File: src/rtl/system_bus_ctrl.sv
// Fetch/execute sequencer for the single-bus CPU datapath: drives bus mux select,
// register load/increment strobes and memory reads, with a fetch timeout and instruction counter.
module system_bus_ctrl #(
  parameter int unsigned N       = 8,
  parameter int unsigned TIMEOUT = 15
) (
  input  logic        clk,
  input  logic        rst_n,
  input  logic        run,
  input  logic        halt,
  input  logic        mem_ack,
  input  logic        exec_done,
  input  logic        err_clr,
  output logic [1:0]  bus_sel,
  output logic        ar_ld,
  output logic        dr_ld,
  output logic        ir_ld,
  output logic        pc_inc,
  output logic        mem_rd,
  output logic        exec_start,
  output logic        busy,
  output logic        bus_err,
  output logic [15:0] instr_cnt
);

  localparam int unsigned WW = $clog2(TIMEOUT + 1);
  localparam logic [WW-1:0] LAST_WAIT = WW'(TIMEOUT - 1);

  localparam logic [1:0] SEL_PC  = 2'd0;
  localparam logic [1:0] SEL_DR  = 2'd1;
  localparam logic [1:0] SEL_MEM = 2'd2;

  // N only documents the datapath width this sequencer is paired with.
  if (N == 0) begin : g_zero_width_bus
  end

  typedef enum logic [2:0] {IDLE, F1, F2, F3, EXEC, ERR} state_t;

  state_t        state, next_state;
  logic [WW-1:0] wait_cnt;
  logic          exec_first;
  logic          done_ok;

  // exec_done is only honoured from the second EXEC cycle onward.
  assign done_ok = (state == EXEC) && !exec_first && exec_done;

  always_ff @(posedge clk or negedge rst_n) begin
    if (!rst_n) begin
      state      <= IDLE;
      wait_cnt   <= '0;
      exec_first <= 1'b0;
      instr_cnt  <= '0;
    end else begin
      state      <= next_state;
      exec_first <= (state == F3);
      if (state != F2)
        wait_cnt <= '0;
      else if (!mem_ack)
        wait_cnt <= wait_cnt + WW'(1);
      if (done_ok)
        instr_cnt <= instr_cnt + 16'd1;
    end
  end

  always_comb begin
    next_state = state;
    bus_sel    = SEL_PC;
    ar_ld      = 1'b0;
    dr_ld      = 1'b0;
    ir_ld      = 1'b0;
    pc_inc     = 1'b0;
    mem_rd     = 1'b0;
    exec_start = 1'b0;
    busy       = 1'b1;
    bus_err    = 1'b0;
    unique case (state)
      IDLE: begin
        busy = 1'b0;
        if (run && !halt)
          next_state = F1;
      end
      F1: begin
        ar_ld      = 1'b1;
        next_state = F2;
      end
      F2: begin
        bus_sel = SEL_MEM;
        mem_rd  = 1'b1;
        // An ack on the final allowed wait cycle still wins over the timeout.
        if (mem_ack) begin
          dr_ld      = 1'b1;
          pc_inc     = 1'b1;
          next_state = F3;
        end else if (wait_cnt == LAST_WAIT) begin
          next_state = ERR;
        end
      end
      F3: begin
        bus_sel    = SEL_DR;
        ir_ld      = 1'b1;
        ar_ld      = 1'b1;
        next_state = EXEC;
      end
      EXEC: begin
        bus_sel    = SEL_DR;
        exec_start = exec_first;
        if (done_ok)
          next_state = (halt || !run) ? IDLE : F1;
      end
      ERR: begin
        busy    = 1'b0;
        bus_err = 1'b1;
        if (err_clr)
          next_state = IDLE;
      end
      default: next_state = IDLE;
    endcase
  end

endmodule
File: config.mk
export PLATFORM = sky130hd
export DESIGN_NAME = system_bus_ctrl
export DESIGN_NICKNAME = d
export VERILOG_FILES = /design/src/rtl/system_bus_ctrl.sv
export SDC_FILE = /design/constraint.sdc
export NUM_CORES = 1
export LEC_CHECK = 0
export CORE_MARGIN = 8
export CORE_UTILIZATION = 51
export CTS_BUF_LIST = sky130_fd_sc_hd__clkbuf_4 sky130_fd_sc_hd__clkbuf_8 sky130_fd_sc_hd__clkbuf_16
export CTS_CLUSTER_DIAMETER = 100
export DETAILED_ROUTE_END_ITERATION = 8
export GPL_ROUTABILITY_DRIVEN = 0
export PLACE_DENSITY_LB_ADDON = 0.08
export SYNTH_ARGS = -nofsm -noshare
export SYNTH_HDL_FRONTEND = slang
export SYNTH_SLANG_ARGS = --single-unit
export TNS_END_PERCENT = 100
File: constraint.sdc
create_clock -name clk -period 2.9 [get_ports clk]
set_input_delay 0.87 -clock clk [delete_from_list [all_inputs] [get_ports clk]]
set_output_delay 0.87 -clock clk [all_outputs]
set_load 0.005 [all_outputs]
==> results.yml, run 1 <==
clock_tree:
  clock_tree_from_tritoncts: "built"
  cts-root-buf: "sky130_fd_sc_hd__clkbuf_4"
  cts_inserted_buffers: 3
  cts.reportedPaths.clkPinSlew_ps: 130
  hold_buffers: 0
  insertion_delay_ps: 300
  clockBufferDepth: 2
  htree_num_levels: 1
  cts.repair.resized: 3
  post_cts.repair.setup_buffers: 0
  cts.sinks: 24
critical_path:
  crit_fanout: 8
  cp_cell_sequence: "or3b_1 -> inv_2 -> clkdlybuf4s50_1"
  timing_worst_setup_path_type: "reg2out"
  worstSetupEndpointType: "primary output"
  cp_slowest_cell: "sky130_fd_sc_hd__or3b_1"
  critical_path_arrival_ps: 1930
  critical_path.max_stage_delay_ps: 530
  timing.critical_path.required_ps: 2030
  timing.critical_path.from_type: "register"
sta:
  worst-slew-pin-transition_ps: 308
  setup_total_neg_slack_ps: 0
  final_count_of_negative_setup_slack_endpoints: 0
  layout_worst_path_cycle_share_pct: 96.5
  rsz0062_at_grt: "no"
  fin_worst_skew_ps: 4.30
  timing.final.max_slew_violations: 0
  maxClockFrequency_mhz: 357
  period_needed_ps: 2800
  setup_slack_ps: 102
  slew-limit-headroom_pct: 79.5
  timing.final.hold_violations: 0
  worst_hold_slack_ps: 477
placed_design:
  numPortBuffers: 32
  place.detailed.hpwl_um: 1980
  place_area_mm2: 0.00161
  placed_cells_incl_taps: 180
  dp_worst_setup_slack_ps: -35.8
floorplan:
  std_cell_rows: 18
  design.die.area_mm2: 0.00435
  core_area_mm2: 0.00241
  initial_utilization_pct: 52.8
  top_level_ports: 33
  die_x_extent_um: 66.0
  fp.dieH_um: 66.0
synthesis:
  synthDominantAreaCellType: "sky130_fd_sc_hd__dfrtp_1"
  mappedNetlistArea_mm2: 0.00127
  synthArstFlopShare_pct: 100
  synth_nets: 132
  yosys-top-cells-area: "sky130_fd_sc_hd__dfrtp_1 (47%), sky130_fd_sc_hd__xnor2_1 (8.3%), sky130_fd_sc_hd__xor2_1 (4.1%)"
  syn-instance-count: 122
  synth.avg_cell_area_um2: 10.4
  synth-edff-count: 0
  most_used_dff_post_synth: "sky130_fd_sc_hd__dfrtp_1"
  synth_seq_cells: 24
  warning_count_from_the_yosys_run: 0
  yosysUniqueCellTypes: 35
  yosysTopAreaCellShare_pct: 47.2
  synth.yosys.seq_area_share_pct: 47.2
power:
  netSwitchingFraction_pct: 32.5
  cell_internal_pwr_uw: 694
  pwr_density_cell_mw_per_mm2: 626
  power.share.clock_pct: 16.9
  leakagePower_nw: 0.750
  vdd.ir_drop.worst_v: 0.000524
  pnr_total_power_mw: 1.03
  p_switching_uw: 334
  comb_power_share_pct: 38.6
  pwr-share-seq_pct: 44.5
global_routing:
  initial_antenna_violation_count: 0
  grt_start_max_net_pins: 25
  grt_first_pass_wirelength_um: 4530
  number_of_global_route_vias_before_repair: 997
  grt_overflow: 0
  track_usage_pct: 12.9
cells_and_area:
  post_route_cells_drive_above_1_share_pct: 11.0
  share_of_the_core_filled_with_cells_pct: 68.1
  final_cell_mix: "sky130_fd_sc_hd__clkdlybuf4s50_1 (30), sky130_fd_sc_hd__dfrtp_1 (23), sky130_fd_sc_hd__nor2_1 (13)"
  areaGrowthSynthToFinish_pct: 29.0
  antenna_cells_inserted: 0
  final_common_cell: "sky130_fd_sc_hd__clkdlybuf4s50_1"
  instances_no_fill: 184
  final_area_mm2: 0.00164
  fillerInstances: 181
  nets: 165
detailed_routing:
  wl_per_cell_um: 14.2
  finalWirelength_um: 2620
  drt_pre_antenna_iters: 2
  vias_per_cell: 5.27
  routed-via-count: 969
  drt_first_iter_violations: 23
  detail-route-antenna-nets: 0
  drc: 0
job:
  drv_cap: 0
worst_hold_path:
  hold_path_class: "reg2reg"
run_status:
  run_status: "finished, final reports clean"
registers in the layout, summed over array words and instances, names as in the netlist:
signal and cells:
instr_cnt 16, wait_cnt 4, state 3, exec_first 1
worst paths after layout:
kind	end	depth (start not counted)	slack, ps	startpoint
setup / recovery	mem_rd	3	100	state[0]$_DFFE_PN0P_
hold / removal	instr_cnt[15]$_DFFE_PN0P_	1	480	instr_cnt[15]$_DFFE_PN0P_
setup reg to reg	state[2]$_DFFE_PN0P_	4	1150	state[0]$_DFFE_PN0P_
hold reg to reg	instr_cnt[15]$_DFFE_PN0P_	1	480	instr_cnt[15]$_DFFE_PN0P_
max in group asynchronous	state[1]$_DFFE_PN0P_	2	1750	rst_n
min in group asynchronous	instr_cnt[12]$_DFFE_PN0P_	2	900	rst_n
synth_stat cells, types with 2 or more instances:
library cell	instances
sky130_fd_sc_hd__xnor2_1	12
sky130_fd_sc_hd__inv_2	3
sky130_fd_sc_hd__nand2_1	7
sky130_fd_sc_hd__nand4_1	4
sky130_fd_sc_hd__nand2b_1	2
sky130_fd_sc_hd__dfrtp_1	24
sky130_fd_sc_hd__inv_1	4
sky130_fd_sc_hd__and2_1	2
sky130_fd_sc_hd__nor2b_1	2
sky130_fd_sc_hd__and3_1	5
sky130_fd_sc_hd__a21oi_1	3
sky130_fd_sc_hd__ha_1	3
sky130_fd_sc_hd__xor2_1	6
sky130_fd_sc_hd__o21ai_0	2
sky130_fd_sc_hd__buf_4	3
sky130_fd_sc_hd__clkbuf_1	2
sky130_fd_sc_hd__nand3_1	8
sky130_fd_sc_hd__nor2_1	13
critical path: cells and delay by family (launching register included):
kind                   cells  cell delay, ps
buffers and inverters      2             590
flip-flops                 1             500
AND/OR/NAND/NOR            1             530
routing by layer:
| metal | up-vias | GRT usage [%] | share of wire (%) |
|---|---|---|---|
| met4 | 0 | 4.53 | 0.57 |
| met1 | 472 | 14.8 | 43 |
| met5 | - | 0 | 0 |
| li1 | 470 | - | - |
| met2 | 25 | 21.6 | 48 |
| met3 | 2 | 4.75 | 8.1 |
cells by family after synthesis:
group | synth area share, %
AOI/OAI and AO/OA | 4.42
and+or+nand+nor | 24.5
DFF | 47.2
xor gates and xnor gates | 12.4
muxes | 2.85
buffers and inverters | 5.70
adders and majority gates | 2.95
cell type report:
class	count	area (um2)	share of cell area, %
flip-flops and latches	24	602	36.7
multi-input cells	84	599	36.5
repair buffers	35	340	20.7
well taps	30	37.5	2.29
clock buffers	4	36.3	2.21
inverters	7	26.3	1.60
power by group through the flow:
stage                     Combinational (mW)  Clock (mW)  Sequential [mW]
after floorplan                        0.248           0            0.440
after global placement                 0.395           0            0.458
after detailed placement               0.403           0            0.462
after CTS                              0.404       0.178            0.457
after global routing                   0.441       0.191            0.468
final                                  0.397       0.173            0.458
Note: power is estimated with default switching activity, not from simulation.
==> run 2: changes to the inputs <==
SLEW_MARGIN = 20   (was default)
==> results of run 2 <==
The final DEF is identical to that of run 1; final timing and power are the same.
==> run 3: changes to the inputs <==
clock period = 3.29 ns   (was 2.9 ns; I/O delays follow)
==> results.yml, run 3 (synthesis results as in run 1) <==
sta:
  setup_slack_ps: 78.4
  layout_worst_path_cycle_share_pct: 97.6
  worst_hold_slack_ps: 505
  timing.final.max_slew_violations: 0
  slew-limit-headroom_pct: 78.2
  setup_total_neg_slack_ps: 0
  timing.final.hold_violations: 0
  worst-slew-pin-transition_ps: 326
  final_count_of_negative_setup_slack_endpoints: 0
  fin_worst_skew_ps: 16.9
  maxClockFrequency_mhz: 311
  period_needed_ps: 3210
  rsz0062_at_grt: "no"
power:
  pwr_density_cell_mw_per_mm2: 588
  cell_internal_pwr_uw: 669
  vdd.ir_drop.worst_v: 0.000493
  comb_power_share_pct: 36.7
  power.share.clock_pct: 21.9
  pwr-share-seq_pct: 41.4
  netSwitchingFraction_pct: 31.1
  leakagePower_nw: 0.745
  p_switching_uw: 302
cells_and_area:
  share_of_the_core_filled_with_cells_pct: 68.5
  nets: 164
  final_cell_mix: "sky130_fd_sc_hd__clkdlybuf4s50_1 (32), sky130_fd_sc_hd__dfrtp_1 (24), sky130_fd_sc_hd__nor2_1 (13)"
  post_route_cells_drive_above_1_share_pct: 9.80
  number_of_flip_flops_in_the_largest_register: 16
  antenna_cells_inserted: 0
  final_common_cell: "sky130_fd_sc_hd__clkdlybuf4s50_1"
  final_area_mm2: 0.00165
  largest_registers: "instr_cnt (16), wait_cnt (4), state (3)"
  areaGrowthSynthToFinish_pct: 29.8
  largest_register: "instr_cnt"
detailed_routing:
  detail-route-antenna-nets: 0
  top_layer_used: "met4"
  finalWirelength_um: 2710
  drt_pre_antenna_iters: 4
  wirelength_met1_um: 1040
  detailroute.wirelength.met3_um: 243
  dr_wl_met2_um: 1410
  wl_per_cell_um: 14.8
  routed-via-count: 967
  vias_per_cell: 5.28
  drc: 0
  drt_first_iter_violations: 49
critical_path:
  cp_slowest_cell: "sky130_fd_sc_hd__clkdlybuf4s50_1"
  timing.critical_path.from_type: "primary input"
  crit_fanout: 3
  timing.critical_path.required_ps: 2300
  timing_worst_setup_path_type: "in2out"
  critical_path.max_stage_delay_ps: 530
  worstSetupEndpointType: "primary output"
  cp_cell_sequence: "clkdlybuf4s50_1 -> inv_2 -> nor2_1 -> clkdlybuf4s50_1"
  critPathTopFamily: "buffers and inverters"
  crit_path_most_repeated_cell: "sky130_fd_sc_hd__clkdlybuf4s50_1"
  critPathBufInv: 3
  critical_path_arrival_ps: 2220
global_routing:
  grt_overflow: 0
  track_usage_pct: 13.3
  initial_antenna_violation_count: 0
  grt_first_pass_wirelength_um: 4640
  number_of_global_route_vias_before_repair: 1048
  grt_start_max_net_pins: 25
clock_tree:
  clockBufferDepth: 2
  cts.sinks: 24
  cts_inserted_buffers: 3
  post_cts.repair.setup_buffers: 0
  hold_buffers: 0
  insertion_delay_ps: 310
  cts.reportedPaths.clkPinSlew_ps: 120
  cts.repair.resized: 0
  htree_num_levels: 1
  clock_tree_from_tritoncts: "built"
  cts-root-buf: "sky130_fd_sc_hd__clkbuf_4"
floorplan:
  design.die.area_mm2: 0.00435
  fp.dieH_um: 66.0
  top_level_ports: 33
  initial_utilization_pct: 52.8
  std_cell_rows: 18
  core_area_mm2: 0.00241
  die_x_extent_um: 66.0
placed_design:
  place_area_mm2: 0.00160
  place.detailed.hpwl_um: 2140
  dp_worst_setup_slack_ps: 63.2
  numPortBuffers: 32
job:
  drv_cap: 0
worst_hold_path:
  hold_path_class: "reg2reg"
run_status:
  run_status: "finished, final reports clean"
==> run 3: final cells by class <==
cell class / instances / area [um2]
repair buffers: 34 / 335
fillers: 182 / 758
clock buffers: 3 / 22.5
well taps: 30 / 37.5
flip-flops and latches: 24 / 601
inverters: 7 / 26.3
clock inverters: 1 / 30.0
multi-input cells: 84 / 599
==> run 3: worst paths after layout <==
path | from | endpoint | slack, ps | depth (start not counted)
max in group asynchronous | rst_n | state[0]$_DFFE_PN0P_ | 2040 | 2
setup / recovery | mem_ack | pc_inc | 80 | 4
hold reg to reg | instr_cnt[12]$_DFFE_PN0P_ | instr_cnt[12]$_DFFE_PN0P_ | 500 | 1
min in group asynchronous | rst_n | instr_cnt[15]$_DFFE_PN0P_ | 1000 | 2
setup reg to reg | state[1]$_DFFE_PN0P_ | state[2]$_DFFE_PN0P_ | 1540 | 4
hold / removal | instr_cnt[12]$_DFFE_PN0P_ | instr_cnt[12]$_DFFE_PN0P_ | 500 | 1
==> run 3: per-layer routing <==
layer | up-vias | track usage [%]
met5 | - | 0
met4 | 0 | 3.20
met3 | 2 | 5.08
met2 | 23 | 24.1
met1 | 473 | 14.1
li1 | 469 | -
==> run 3: power groups by stage <==
stage | registers [mW] | clock network, mW | logic [mW]
3_5_place_dp | 0.409 | 0 | 0.362
4_1_cts | 0.403 | 0.216 | 0.365
2_1_floorplan | 0.388 | 0 | 0.219
5_1_grt | 0.411 | 0.228 | 0.390
3_3_place_gp | 0.405 | 0 | 0.346
6_report | 0.402 | 0.212 | 0.357
==> run 3: metrics by stage <==
stage	power, mW	cells
3_3_place_gp	0.751	179
4_1_cts	0.983	183
2_1_floorplan	0.606	122
6_report	0.971	183
3_5_place_dp	0.771	179
5_1_grt	1.03	183
